--- config.mk ---
export PLATFORM = sky130hd
export DESIGN_NAME = ring_edge_counter
export DESIGN_NICKNAME = d
export VERILOG_FILES = /design/src/rtl/ring_meas_pkg.sv /design/src/rtl/ring_edge_counter_sync_edge_detect.sv /design/src/rtl/ring_edge_counter.sv
export SDC_FILE = /design/constraint.sdc
export NUM_CORES = 1
export LEC_CHECK = 0
export CORE_MARGIN = 5
export CORE_UTILIZATION = 34
export CTS_BUF_LIST = sky130_fd_sc_hd__clkbuf_4 sky130_fd_sc_hd__clkbuf_8 sky130_fd_sc_hd__clkbuf_16
export DETAILED_ROUTE_END_ITERATION = 16
export GPL_ROUTABILITY_DRIVEN = 1
export PLACE_DENSITY = 0.54
export SLEW_MARGIN = 20
export SYNTH_ARGS = -nofsm -noshare
export SYNTH_HDL_FRONTEND = slang
export SYNTH_SLANG_ARGS = --single-unit
--- constraint.sdc ---
create_clock -name wb_clk_i -period 2.6 [get_ports wb_clk_i]
set_clock_uncertainty 0.1 [all_clocks]
set_input_delay 0.52 -clock wb_clk_i [delete_from_list [all_inputs] [get_ports wb_clk_i]]
set_output_delay 0.52 -clock wb_clk_i [all_outputs]
set_load 0.01 [all_outputs]
--- src/rtl/ring_meas_pkg.sv ---
// Shared types and defaults for the ring-oscillator edge-count measurement slice.
package ring_meas_pkg;

    typedef enum logic [1:0] {
        IDLE   = 2'd0,
        SETTLE = 2'd1,
        COUNT  = 2'd2,
        DONE   = 2'd3
    } state_t;

    localparam int DEF_CNT_W         = 16;
    localparam int DEF_WIN_W         = 16;
    localparam int DEF_SETTLE_CYCLES = 4;
    localparam int SYNC_STAGES       = 2;

    // The shared down-counter must hold both SETTLE_CYCLES-1 (up to 14) and window-1.
    function automatic int ctr_width(input int win_w);
        return (win_w > 4) ? win_w : 4;
    endfunction

endpackage

--- src/rtl/ring_edge_counter_sync_edge_detect.sv ---
// Synchroniser for an asynchronous probe input followed by a one-cycle rising-edge pulse.
module sync_edge_detect
    import ring_meas_pkg::*;
(
    input  logic clk,
    input  logic rst_n,
    input  logic async_in,
    output logic pulse
);

    // sh_q[0..SYNC_STAGES-1] form the synchroniser; the top bit is the delayed copy.
    logic [SYNC_STAGES:0] sh_q;

    always_ff @(posedge clk or negedge rst_n) begin
        if (!rst_n) begin
            sh_q <= '0;
        end else begin
            sh_q <= {sh_q[SYNC_STAGES-1:0], async_in};
        end
    end

    assign pulse = sh_q[SYNC_STAGES-1] & ~sh_q[SYNC_STAGES];

endmodule

--- src/rtl/ring_edge_counter.sv ---
// Enables the adder ring oscillator and counts its rising edges over a programmable
// window of wb_clk_i cycles, returning a saturating count with a sticky overflow flag.
module ring_edge_counter
    import ring_meas_pkg::*;
#(
    parameter int CNT_W         = DEF_CNT_W,
    parameter int WIN_W         = DEF_WIN_W,
    parameter int SETTLE_CYCLES = DEF_SETTLE_CYCLES
) (
    input  logic             wb_clk_i,
    input  logic             wb_rst_n,
    input  logic             active,
    input  logic             start,
    input  logic [WIN_W-1:0] window_cycles,
    input  logic             chain_in,
    output logic             ring_enable,
    output logic             busy,
    output logic             done,
    output logic [CNT_W-1:0] count,
    output logic             overflow,
    output state_t           dbg_state
);

    localparam int CTR_W = ctr_width(WIN_W);

    state_t             state_q;
    state_t             state_d;
    logic [CTR_W-1:0]   ctr_q;
    logic [CTR_W-1:0]   ctr_d;
    logic [WIN_W-1:0]   win_q;
    logic [CNT_W-1:0]   count_q;
    logic               overflow_q;
    logic               pulse;
    logic               accept;

    sync_edge_detect u_sync (
        .clk      (wb_clk_i),
        .rst_n    (wb_rst_n),
        .async_in (chain_in),
        .pulse    (pulse)
    );

    // Request protocol: start is a one-cycle strobe taken only when active is high and the
    // FSM sits in IDLE or DONE; there is no back-pressure, a strobe while busy is dropped.
    assign accept = active && start && ((state_q == IDLE) || (state_q == DONE));

    always_ff @(posedge wb_clk_i or negedge wb_rst_n) begin
        if (!wb_rst_n) begin
            state_q <= IDLE;
            ctr_q   <= '0;
        end else begin
            state_q <= state_d;
            ctr_q   <= ctr_d;
        end
    end

    // ctr_q holds "cycles remaining minus one" in SETTLE and COUNT.
    always_comb begin
        state_d = state_q;
        ctr_d   = ctr_q;
        if (!active) begin
            state_d = IDLE;
        end else begin
            case (state_q)
                IDLE, DONE: begin
                    if (start) begin
                        state_d = SETTLE;
                        ctr_d   = CTR_W'(SETTLE_CYCLES - 1);
                    end
                end
                SETTLE: begin
                    if (ctr_q == '0) begin
                        if (win_q == '0) begin
                            state_d = DONE;
                        end else begin
                            state_d = COUNT;
                            ctr_d   = CTR_W'(win_q) - CTR_W'(1);
                        end
                    end else begin
                        ctr_d = ctr_q - CTR_W'(1);
                    end
                end
                COUNT: begin
                    if (ctr_q == '0) begin
                        state_d = DONE;
                    end else begin
                        ctr_d = ctr_q - CTR_W'(1);
                    end
                end
                default: state_d = IDLE;
            endcase
        end
    end

    always_ff @(posedge wb_clk_i or negedge wb_rst_n) begin
        if (!wb_rst_n) begin
            win_q <= '0;
        end else if (accept) begin
            win_q <= window_cycles;
        end
    end

    always_ff @(posedge wb_clk_i or negedge wb_rst_n) begin
        if (!wb_rst_n) begin
            count_q    <= '0;
            overflow_q <= 1'b0;
        end else if (!active || accept) begin
            count_q    <= '0;
            overflow_q <= 1'b0;
        end else if ((state_q == COUNT) && pulse) begin
            if (count_q == '1) begin
                overflow_q <= 1'b1;
            end else begin
                count_q <= count_q + CNT_W'(1);
            end
        end
    end

    assign busy        = (state_q == SETTLE) || (state_q == COUNT);
    assign ring_enable = busy;
    assign done        = (state_q == DONE);
    assign count       = count_q;
    assign overflow    = overflow_q;
    assign dbg_state   = state_q;

endmodule

## Word level (Yosys, flattened, before mapping)

Index checks and enable logic that the tools add are counted.

- Register bits after elaboration: 54
- Input bits: 21
- Word-level logic and storage cells: 56
- Output and inout bits: 22

- Bitwise operators: 2
- $add $sub $neg: 3
- Eq/ne operators: 11
- Reductions and logical operators: 17
- Muxes and demuxes: 17

Operators by type and width:

| operator | number |
|---|---|
| $mux 16 | 7 |
| $pmux 16 s3 | 1 |
| $logic_not 16->1 | 2 |
| $sub 16x1->16 const B | 2 |
| $add 16x1->16 const B | 1 |
| $eq 16x16->1 const B | 1 |
| $ne 3x3->1 const B | 4 |
| $mux 2 | 4 |
| $ne 2x2->1 const B | 3 |
| $pmux 2 s3 | 1 |
| $eq 2x2->1 const B | 2 |
| $mux 1 | 4 |
| $reduce_and 2->1 | 2 |
| $reduce_and 4->1 | 1 |
| $reduce_bool 2->1 | 2 |
| $logic_and 1x1->1 | 3 |
| $logic_or 1x1->1 | 3 |
| $reduce_and 3->1 | 1 |
| $eq 2x1->1 const B | 1 |
| $logic_not 2->1 | 1 |
| $reduce_or 2->1 | 1 |
| $and 1x1->1 | 1 |
| $logic_not 1->1 | 1 |
| $not 1->1 | 1 |

## Logic depth before layout (Yosys ltp)

- Depth after elaboration: 6
- Gate-level depth with buffers: 10
- Gate-level depth less buffers: 8

## Cells and area by module

A second synthesis with hierarchy kept.

- Cells, all modules: 332
- Area, all modules: 3133.0 um^2

Modules (own cells, without submodules):

| module | cells each | seq. area each (um^2) | area each (um^2) | times used |
|---|---|---|---|---|
| ring_edge_counter | 328 | 1276.2 | 3044.2 | 1 |
| sync_edge_detect | 4 | 75.1 | 88.8 | 1 |

## Worst setup path after synthesis

OpenSTA, ideal clock, no wires.

- Kind: register to register
- Start point: register ctr_q[0]
- End point: register ctr_q[14]
- Path slack: 99 ps
- Arrival time: 2269 ps
- Cell stages (with the launch flop): 10
- Period minus slack after synthesis: 2501 ps
- Required time: 2368 ps
- Library setup time: 132 ps
- Buffers on the path: 2
- Cells stage by stage: dfrtp_1 > inv_1 > ha_1 > or3b_2 > or4_4 > buf_6 > buf_6 > o21a_1 > a22oi_1 > o21ai_1

- Longest elaborated chain between the ends: 3
- Elaborated cells on any way between the ends: 8
- Those cells by class: add/sub: 1; eq/ne: 2; mux: 3; reduce/logical: 2

Ends and longest elaborated chain:

| element | line | source |
|---|---|---|
| from (decl) | ring_edge_counter.sv:28 | `logic [CTR_W-1:0] ctr_q;` |
| from (signal assigned) | ring_edge_counter.sv:53 | `ctr_q <= ctr_d;` |
| $sub 16x1->16 / $logic_not 16->1 (equally long branches) | n/a |  |
| $mux 16, or another cell as far along | ring_edge_counter.sv:84 | `if (ctr_q == '0) begin` |
| $pmux 16 s3 / $reduce_and 4->1 (equally long branches) | n/a |  |

Parallel ways exist; a longest one is shown, timed or not. The select of a mux whose other input is x is not followed.
A chain may end at the register's enable or synchronous reset.

## Final worst setup path

- Start point: register ctr_q[4]
- End point: register ctr_q[15]

The elaborated chain is that of the path after synthesis.

==> metrics.yaml <==
status:
  status: "finished, final reports clean"
clocking:
  cts_tree: "yes"
  post_cts_buffers: 0
  cts_resized: 0
  insertion_delay_ns: 0.31
  cts_buffer_depth: 2
  clock_sinks: 54
  cts_buffers: 5
  postCtsHoldBufs: 0
  cts-root-buf: "clkbuf_8"
  h-tree-depth: 2
  clk_pin_slew_ns: 0.11
sta:
  fin_setup_tns_ns: 0
  final_hold_viol_count: 0
  drv_slew: 0
  hold_ws_ns: 0.0870
  setup_violations: 0
  final.period_utilization: 0.958
  period_needed_ns: 2.49
  max_freq_mhz: 401
  relSlewSlack: 0.624
  rsz0062_at_grt: "yes"
  worst_slew_pin_slew_ns: 0.564
pwr:
  p_leak_nw: 1.72
  ir_drop_mv: 0.413
  powerDensity_nw_per_um2: 891
global_route:
  overflow: 0
  antenna_found_initial: 0
  globalRouteTotalUtil: 0.146
  grt_pass1_wl_um: 13800
  grt_max_degree: 34
  grt_pass1_vias: 2641
yosys:
  synth_seq_area_share: 0.404
  ys_top_cells_by_area: "dfrtp_1 (40%), mux2_2 (5.4%), xor2_1 (5.0%), nor2_1 (4.2%), xnor2_1 (3.9%)"
  synth_edf_count: 0
  ys.flop_type: "dfrtp_1"
  syn-cell-area_sq_um: 3350
  avgSynthCellArea_sq_um: 9.53
  synth_most_common_cell: "dfrtp_1"
  synth_common_cells: "dfrtp_1 (54), nor2_1 (37), nand2_1 (22), xor2_1 (19), a21oi_1 (17)"
  syn_inst: 351
  ys_types: 59
  syn_nets: 380
  synth-seq-cells: 54
  synth_largest_area_cell: "dfrtp_1"
  synthArstFlopShare: 1.00
  ys_warn_count: 0
  synth_top_area_share: 0.404
hold_path:
  hp-class: "primary input to async pin"
finish:
  layout-drive-gt1-share: 0.172
  fillers: 941
  n_antenna_cell: 0
  syn2layout_area_growth_pct: 25.2
  nets: 441
worst_setup_path:
  cp.required_ns: 2.69
  worst-path-buf-inv: 1
  cp-start-kind: "flop"
  path_cells: "or4_4 > or4_4 > buf_4 > and3_1 > o21ai_1 > o21ai_0"
  worst_setup_path_end_kind: "flop"
  critPathLaunch: "ctr_q[4]"
  cpPeakStageDelay_ns: 0.64
  cpLargestDelayFamily: "simple AND/OR/NAND/NOR gates"
  r2r-start: "ctr_q[4]"
  cp_max_fo: 9
  cp_common_cell: "or4_4"
  critPathSlowestCell: "or4_4"
  crit_type: "flop to flop"
  cp.arrival_ns: 2.58
routing:
  drtAntennaViolNets: 0
  firstDrtPassIters: 4
  num_vias: 2790
  first_iter_violations: 155
  post-route-drc-count: 0
  wirelength_um: 8420
  wl_per_cell_um: 15.4
  vias_per_cell: 5.11
floorplanning:
  die_w_um: 109
  core_sq_um: 9680
  rows: 36
  io_pins: 43
  dieArea_sq_um: 11900
  start_util: 0.345
  die_y_um: 109
place:
  post-dp-hpwl_um: 6420
  routabilityCongestion: 0.892
  port_buffers: 42
job:
  maxCapViolCount: 0
-- placed cells by master (no fill, tap or decap), drive strengths merged, types with 5 or more instances in the layout --
cell / Yosys / routed
dfrtp: 54 / 54
clkdlybuf4s50: 0 / 41
nor2: 37 / 37
buf: 7 / 28
o21ai: 26 / 26
nand2: 22 / 22
xor2: 19 / 19
a21oi: 17 / 17
mux2: 16 / 16
xnor2: 15 / 15
nand3: 14 / 14
inv: 12 / 14
nor4: 11 / 11
nor3: 10 / 10
ha: 8 / 8
nand4: 7 / 7
and3: 7 / 7
or4: 6 / 6
a31oi: 5 / 5
clkbuf: 8 / 5
-- logic make-up after synthesis --
kind of cell	Yosys count	share of synthesized area
flip-flops	54	0.404
AO/OA/AOI/OAI	69	0.137
multiplexers	18	0.0598
XOR/XNOR	34	0.0890
buffers and inverters	27	0.0441
AND/OR/NAND/NOR	141	0.236
adder cells (fa/ha/maj)	8	0.0299
-- per-layer routing --
layer	wire length, um	global-route usage	vias to the layer above
met5	0	0	-
met4	48	0.0294	0
met3	265	0.0166	4
met2	3900	0.235	45
met1	4210	0.213	1348
li1	-	-	1393
-- state kept, by name, summed over array words and instances (netlist names) --
name         cells
count           16
u_sync.sh_q      3
ctr_q           16
overflow         1
dbg_state        2
win_q           16
-- final timing paths --
path | endpoint | cells after the start | slack (ns)
setup / recovery | ctr_q[15] | 6 | 0.11
hold / removal | ctr_q[13] | 1 | 0.09
setup reg to reg | ctr_q[15] | 6 | 0.11
hold reg to reg | u_sync.sh_q[1] | 0 | 0.26
max in group asynchronous | count[4] | 2 | 1.73
min in group wb_clk_i | u_sync.sh_q[1] | 0 | 0.26
-- area by class of cell --
cell class,instances,area [sq um],share of cell area
multi-input combinational,270,1870,0.446
sequential,54,1350,0.323
timing repair buffer,69,643,0.154
tap,133,166,0.0397
clock buffer,5,68.8,0.0164
clock inverter,3,47.5,0.0114
inverter,12,45.0,0.0108
-- power breakdown --
| part | leakage [nW] | switching, mW | internal (mW) |
|---|---|---|---|
| Sequential | 0.703 | 0.259 | 1.04 |
| Combinational | 0.960 | 0.968 | 0.869 |
| Clock | 0.0591 | 0.305 | 0.295 |
| Total | 1.72 | 1.53 | 2.20 |
-- through the flow --
stage / utilization / cells / power (mW) / setup slack [ns] / area (sq um)
2_1_floorplan: - / 351 / 2.49 / 0.0991 / 3350
3_3_place_gp: 0.418 / 538 / 3.07 / 0.133 / 4050
3_5_place_dp: 0.418 / 538 / 3.10 / 0.0753 / 4050
4_1_cts: 0.430 / 546 / 3.72 / 0.0546 / 4170
5_1_grt: 0.433 / 546 / 3.99 / -0.0240 / 4190
6_report: 0.433 / 546 / 3.73 / 0.108 / 4190
Note: power is estimated with default switching activity, not from simulation.
